==> src/rtl/r2r_adc_controller.sv <==
// R2R-ladder ADC controller: drives a registered DAC code into an R2R
// ladder and reads an external comparator, resolving the input either by a
// linear ramp search or by successive approximation (SAR).
module r2r_adc_controller #(
  parameter int WIDTH         = 8,
  parameter int SETTLE_CYCLES = 16
) (
  input  logic             clk,
  input  logic             reset,
  input  logic             start,
  input  logic             mode,
  input  logic             continuous,
  input  logic             comp_in,
  output logic [WIDTH-1:0] dac_code,
  output logic             busy,
  output logic [WIDTH-1:0] data,
  output logic             data_valid
);

  localparam int CNT_W = $clog2(SETTLE_CYCLES + 1);

  localparam logic [2:0] S_IDLE   = 3'd0;
  localparam logic [2:0] S_SET    = 3'd1;
  localparam logic [2:0] S_SETTLE = 3'd2;
  localparam logic [2:0] S_SAMPLE = 3'd3;
  localparam logic [2:0] S_DONE   = 3'd4;

  localparam logic [WIDTH-1:0] CODE_MAX    = {WIDTH{1'b1}};
  localparam logic [WIDTH-1:0] MASK_MSB    = {1'b1, {(WIDTH-1){1'b0}}};
  localparam logic [CNT_W-1:0] SETTLE_LAST = CNT_W'(SETTLE_CYCLES - 1);

  logic [2:0]       state;
  logic             comp_meta;
  logic             comp_s;
  logic             mode_q;        // 1 = SAR, 0 = ramp; frozen for the conversion
  logic [WIDTH-1:0] ramp_cnt;
  logic [WIDTH-1:0] sar_res;
  logic [WIDTH-1:0] mask;
  logic [CNT_W-1:0] settle_cnt;

  logic [WIDTH-1:0] trial_code;
  logic             smp_done;
  logic [WIDTH-1:0] smp_result;
  logic [WIDTH-1:0] sar_next;
  logic [WIDTH-1:0] ramp_next;

  assign busy       = (state != S_IDLE);
  assign trial_code = mode_q ? (sar_res | mask) : ramp_cnt;

  // Two-flop synchronizer for the asynchronous comparator output
  always_ff @(posedge clk or negedge reset) begin
    if (!reset) begin
      comp_meta <= 1'b0;
      comp_s    <= 1'b0;
    end else begin
      comp_meta <= comp_in;
      comp_s    <= comp_meta;
    end
  end

  // Decision taken in SAMPLE: next trial registers, completion and result
  always_comb begin
    smp_done   = 1'b0;
    sar_next   = sar_res;
    ramp_next  = ramp_cnt;
    smp_result = sar_res;
    if (mode_q) begin
      if (comp_s) sar_next = sar_res | mask;
      smp_done   = mask[0];
      smp_result = sar_next;
    end else if (!comp_s) begin
      // Comparator flipped: the input lies just below the current code
      smp_done   = 1'b1;
      smp_result = (ramp_cnt == '0) ? '0 : ramp_cnt - 1'b1;
    end else if (ramp_cnt == CODE_MAX) begin
      // Top of scale reached without a flip: saturate, never wrap
      smp_done   = 1'b1;
      smp_result = CODE_MAX;
    end else begin
      ramp_next  = ramp_cnt + 1'b1;
    end
  end

  // Conversion FSM with DAC code, result and settle-counter registers
  always_ff @(posedge clk or negedge reset) begin
    if (!reset) begin
      state      <= S_IDLE;
      mode_q     <= 1'b0;
      ramp_cnt   <= '0;
      sar_res    <= '0;
      mask       <= '0;
      settle_cnt <= '0;
      dac_code   <= '0;
      data       <= '0;
      data_valid <= 1'b0;
    end else begin
      data_valid <= 1'b0;
      case (state)
        S_IDLE: begin
          if (start) begin
            state    <= S_SET;
            mode_q   <= mode;
            ramp_cnt <= '0;
            sar_res  <= '0;
            mask     <= MASK_MSB;
          end
        end
        S_SET: begin
          dac_code   <= trial_code;
          settle_cnt <= '0;
          state      <= S_SETTLE;
        end
        S_SETTLE: begin
          if (settle_cnt == SETTLE_LAST) state <= S_SAMPLE;
          else                           settle_cnt <= settle_cnt + 1'b1;
        end
        S_SAMPLE: begin
          sar_res  <= sar_next;
          ramp_cnt <= ramp_next;
          mask     <= mask >> 1;
          if (smp_done) begin
            // Result and pulse are set here so they appear during DONE
            data       <= smp_result;
            data_valid <= 1'b1;
            state      <= S_DONE;
          end else begin
            state <= S_SET;
          end
        end
        S_DONE: begin
          if (continuous) begin
            state    <= S_SET;
            mode_q   <= mode;
            ramp_cnt <= '0;
            sar_res  <= '0;
            mask     <= MASK_MSB;
          end else begin
            state    <= S_IDLE;
            dac_code <= '0;
          end
        end
        default: state <= S_IDLE;
      endcase
    end
  end

endmodule

==> config.mk <==
export PLATFORM = sky130hd
export DESIGN_NAME = r2r_adc_controller
export DESIGN_NICKNAME = d
export VERILOG_FILES = /design/src/rtl/r2r_adc_controller.sv
export SDC_FILE = /design/constraint.sdc
export NUM_CORES = 1
export LEC_CHECK = 0
export CAP_MARGIN = 10
export CORE_ASPECT_RATIO = 0.6
export CORE_UTILIZATION = 24
export CTS_BUF_LIST = sky130_fd_sc_hd__clkbuf_4
export DETAILED_ROUTE_END_ITERATION = 12
export PLACE_DENSITY_LB_ADDON = 0.15
export SLEW_MARGIN = 20
export SYNTH_ARGS = -nofsm -noshare
export SYNTH_HDL_FRONTEND = slang
export SYNTH_SLANG_ARGS = --single-unit
==> constraint.sdc <==
create_clock -name clk -period 3.6 [get_ports clk]
set_clock_uncertainty 0.1 [all_clocks]
set_input_delay 1.08 -clock clk [delete_from_list [all_inputs] [get_ports clk]]
set_output_delay 1.08 -clock clk [all_outputs]
set_load 0.02 [all_outputs]
---- Yosys cells after proc, flatten, opt, wreduce, memory -nomap -nowiden ----
Index checks and enable logic that the tools add are counted.
storage, ports and cells
  bits of input ports ..................... 6
  word-level logic and storage cells ...... 79
  bits in registers ....................... 52
operators by class
  mux-type cells .......................... 34
  bitwise gates (word level) .............. 1
  $add $sub $neg .......................... 3
  reductions and logical operators ........ 15
  eq/ne operators ......................... 15
operators with widths
  kind                                                 number
  two-way mux 8 bit                                    15
  case mux 8 bit (3 select lines)                      3
  inequality test 2 bit, second input constant         9
  case mux 8 bit (2 select lines)                      1
  case mux 3 bit (5 select lines)                      1
  case mux 5 bit (2 select lines)                      1
  two-way mux 3 bit                                    3
  adder 8 x 1 -> 8 bit, second input constant          1
  equality test 8 bit, second input constant           1
  zero test 8 bit                                      1
  two-way mux 1 bit                                    8
  OR 8 bit                                             1
  AND reduction 2 bit                                  4
  subtractor 8 x 1 -> 8 bit, second input constant     1
  equality test 3 x 2 -> 1 bit, second input constant  2
  AND reduction 3 bit                                  2
  AND reduction 6 bit                                  1
  nonzero test 2 bit                                   3
  nonzero test 3 bit                                   2
  adder 5 x 1 -> 5 bit, second input constant          1
  equality test 5 x 4 -> 1 bit, second input constant  1
  two-way mux 5 bit                                    1
  AND reduction 4 bit                                  1
  equality test 3 x 1 -> 1 bit, second input constant  1
  other kinds (3)                                      3

---- Depth between registers and ports, before layout ----
  word-level depth ........................ 6
  mapped depth ............................ 7
  mapped depth without buffers ............ 7

---- Worst setup path after synthesis ----
OpenSTA, ideal clock, no wires.
  kind .................................... reg2out
  start ................................... register state[0]
  end ..................................... output port busy
  required time ........................... 2.420 ns
  stages on the path, launching flop included .. 4
  path slack .............................. 1.250 ns
  data arrival time ....................... 1.170 ns
  cell sequence ........................... dfrtp_1 buf_2 buf_1 or3_1
on the way
  cells in the longest elaborated chain, start to end .. 1
RTL lines
  element                 line  source
  from (decl)             32    logic [2:0] state;
  from (signal assigned)  87    state <= S_IDLE;
  from (signal assigned)  101   state <= S_SET;
  from (signal assigned)  111   state <= S_SETTLE;
  nonzero test 3 bit      47    assign busy = (state != S_IDLE);
  to (decl)               15    output logic busy,
Every way passes these cells.

---- Worst setup path in the final report ----
  start ................................... register state[1]
  end ..................................... output port busy
Same word-level chain as after synthesis.

==> key figures <==
Worst setup path
  • Worst r2r path cells: 4
  • Worst path max stage delay: 0.58 ns
  • Worst EP required: 2.42 ns
  • Worst setup EP type: output port
  • Worst setup path category: flip-flop to output port
  • Critical Path Start: state[1]$_DFFE_PN0P_
  • R2R Setup Slk: 1.12 ns
  • Critical-path top delay cell: dfrtp_1
  • WP depth: 2
  • Crit-path leading delay family: flip-flops
  • End of the critical path: busy
  • Cell-by-cell trace of the critical path: or3_1, clkdlybuf4s50_1
  • Worst EP arrival: 1.91 ns
  • CP Buf/Inv Count: 1
  • Worst reg2reg startpoint: ramp_cnt[3]$_DFFE_PN0P_
  • Reg-to-Reg End: data[3]$_DFFE_PN0P_
  • Crit-path max FO: 14
  • Setup crit start kind: flip-flop

Global routing
  • Number of global-route vias before repair: 2,344
  • Grt total ovfl: 0
  • GRT Total Usage: 14.6%
  • First-pass GRT wire length: 13.4 mm
  • Initial antenna violation count: 1
  • Largest net degree at the start of global routing: 30

Pwr
  • Peak VDD IR: 0.308 mV
  • Pint: 1.38 mW
  • Net Sw Frac: 44.8%
  • Pleak: 1.39 nW
  • NetSw: 1.12 mW
  • Pwr Density: 759 nW/µm²
  • Combinational share of power: 51.4%
  • Seq pwr share: 37.2%
  • Tot Pwr: 2.50 mW
  • Clock Power Share: 11.4%

Route
  • Avg Vias per Cell: 4.95
  • Drt pass-1 iters: 5
  • DR iter-0 viols: 175
  • Routed length per placed instance: 16.8 µm
  • # DRC: 0
  • Routed vias: 2,445
  • Detailed Route WL: 8.28 mm
  • Routed Antenna Nets: 0

Clocking
  • Clk buf depth: 2
  • Cts bufs inserted: 5
  • # H-tree levels: 2
  • CTS root buffer: clkbuf_4
  • Clk slew on worst S/H paths: 0.16 ns
  • Cts hold-fix bufs: 0
  • Worst-Skew Late Latency: 0.40 ns
  • Clock sink count: 52
  • CTS resizes: 0
  • Post-CTS setup buffer count: 0
  • CTS tree: built

STA
  • Final Critical Period: 3.09 ns
  • Final Max Tran Viols: 0
  • Hold Fails Final Rpt: 0
  • Setup TNS: 0 ns
  • Setup violators final: 0
  • Crit share post-route: 85.8%
  • Unrepaired setup endpoints after global routing: false
  • Worst slew pin tran: 0.869 ns
  • Relative slew margins: 41.6%
  • Hold WS: 0.270 ns
  • FMAX: 324 MHz

Synthesis
  • EDFF count, synth: 0
  • Syn avg cell area: 9.04 µm²
  • Gate Count Post-Synth: 314
  • Yosys Warn Count: 0
  • Register area share after synthesis: 45.9%
  • Yosys top cell by area: dfrtp_1
  • Syn_nets: 325
  • Yosys reg bits: 52
  • Ys async rst share: 100%
  • Top-area cell type share of the netlist area: 45.9%
  • Syn Std Cell Area: 2840 µm²
  • Largest cells by area after synthesis: dfrtp_1, a21oi_1, nand2_1, nor2_1, o21ai_0
  • Synth Flop Type: dfrtp_1
  • Synth unique cells: 55

Floorplanning
  • DIE AREA: 12,300 µm²
  • Core area: 11,400 µm²
  • Die Span Y: 86.2 µm
  • Top Ports: 24
  • # rows: 30
  • Initial core utilization: 24.9%
  • Die width: 142 µm

Placement
  • Routability cong.: 0.855
  • PortBufs: 23
  • Post-detail-place hpwl: 5.91 mm

Layout
  • Layout cells sized above 1: 6.91%
  • Nets@finish: 343
  • Area grow syn2layout: 16.2%

Min path
  • Hold Crit Class: flip-flop to flip-flop

Run
  • Max cap viols: 0

Outcome
  • Status: completed
worst min path at each step:
stage                   startpoint          endpoint  depth (start not counted)
3_5_place_dp   comp_meta$_DFF_PN0_  comp_s$_DFF_PN0_                          0
6_report       comp_meta$_DFF_PN0_  comp_s$_DFF_PN0_                          0
3_3_place_gp   comp_meta$_DFF_PN0_  comp_s$_DFF_PN0_                          0
4_1_cts        comp_meta$_DFF_PN0_  comp_s$_DFF_PN0_                          0
2_1_floorplan  comp_meta$_DFF_PN0_  comp_s$_DFF_PN0_                          0
5_1_grt        comp_meta$_DFF_PN0_  comp_s$_DFF_PN0_                          0
cells by family after synthesis:
logic type	synth area share (%)
muxes	1.46
xor gates and xnor gates	1.23
buffers and inverters	4.54
and+or+nand+nor	20.0
AOI/OAI and AO/OA	24.7
adders and majority gates	2.20
DFF	45.9
cell usage in the layout (no fill, tap or decap), drive strengths merged, types with 3 or more instances in the layout:
master	instances
a21o	4
a21oi	37
a22o	5
a22oi	4
a31oi	6
and2	3
buf	10
clkbuf	7
clkdlybuf4s50	22
dfrtp	52
ha	5
inv	10
mux2i	3
nand2	39
nand2b	6
nand3	3
nor2	24
nor2b	5
nor3	5
o211ai	7
o21ai	18
o221ai	3
o22ai	8
or3	6
or4	4
xnor2	3
synthesized netlist by cell type, types with 3 or more instances:
cell type / n
nand2_1: 39
buf_1: 5
a22oi_1: 4
ha_1: 5
o21ai_0: 17
nand3_1: 3
o211ai_1: 6
nand2b_1: 6
xnor2_1: 3
nor2b_1: 5
a31oi_1: 6
dfrtp_1: 52
a21oi_1: 36
buf_2: 6
o221ai_1: 3
o22ai_1: 8
or3_1: 6
or4_1: 4
a22o_1: 5
and2_1: 3
mux2i_1: 3
a21o_1: 4
inv_1: 10
nor3_1: 5
clkbuf_1: 8
nor2_1: 24
layout make-up:
type / count / area, µm²
sequential: 52 / 1300
fill: 1226 / 8110
tap: 160 / 200
antenna: 1 / 2.50
clock buffer: 7 / 52.6
timing repair buffer: 32 / 293
clock inverter: 1 / 3.75
multi-input combinational: 231 / 1410
inverter: 10 / 37.5
per-layer routing:
metal	vias up	global-route usage [%]	wire length, µm
met5	-	0	0
li1	1175	-	-
met3	8	3.20	519
met4	0	2.93	64
met1	1210	24.4	4650
met2	52	18.1	3050
stage by stage:
stage | instances | utilization (%) | instance area (µm²) | setup WS, ns
after floorplan | 314 | - | 2840 | 1.25
after global placement | 485 | 28.4 | 3240 | 0.786
after detailed placement | 485 | 28.4 | 3240 | 0.746
after CTS | 493 | 28.9 | 3300 | 0.515
after global routing | 494 | 28.9 | 3300 | 0.445
final | 494 | 28.9 | 3300 | 0.510
sequential cells by signal, summed over array words and instances, names as in the netlist:
register and count:
comp_meta 1, comp_s 1, dac_code 8, data 8
data_valid 1, mask 8, mode_q 1, ramp_cnt 8
sar_res 8, settle_cnt 5, state 3
power by group through the flow:
stage	Sequential, mW	Clock [mW]	Combinational [mW]
finish	0.930	0.286	1.29
global route	0.958	0.318	1.42
CTS	0.929	0.297	1.29
detailed placement	0.940	0	1.29
global placement	0.940	0	1.29
floorplan	1.00	0	0.717
Note: power is estimated with default switching activity, not from simulation.
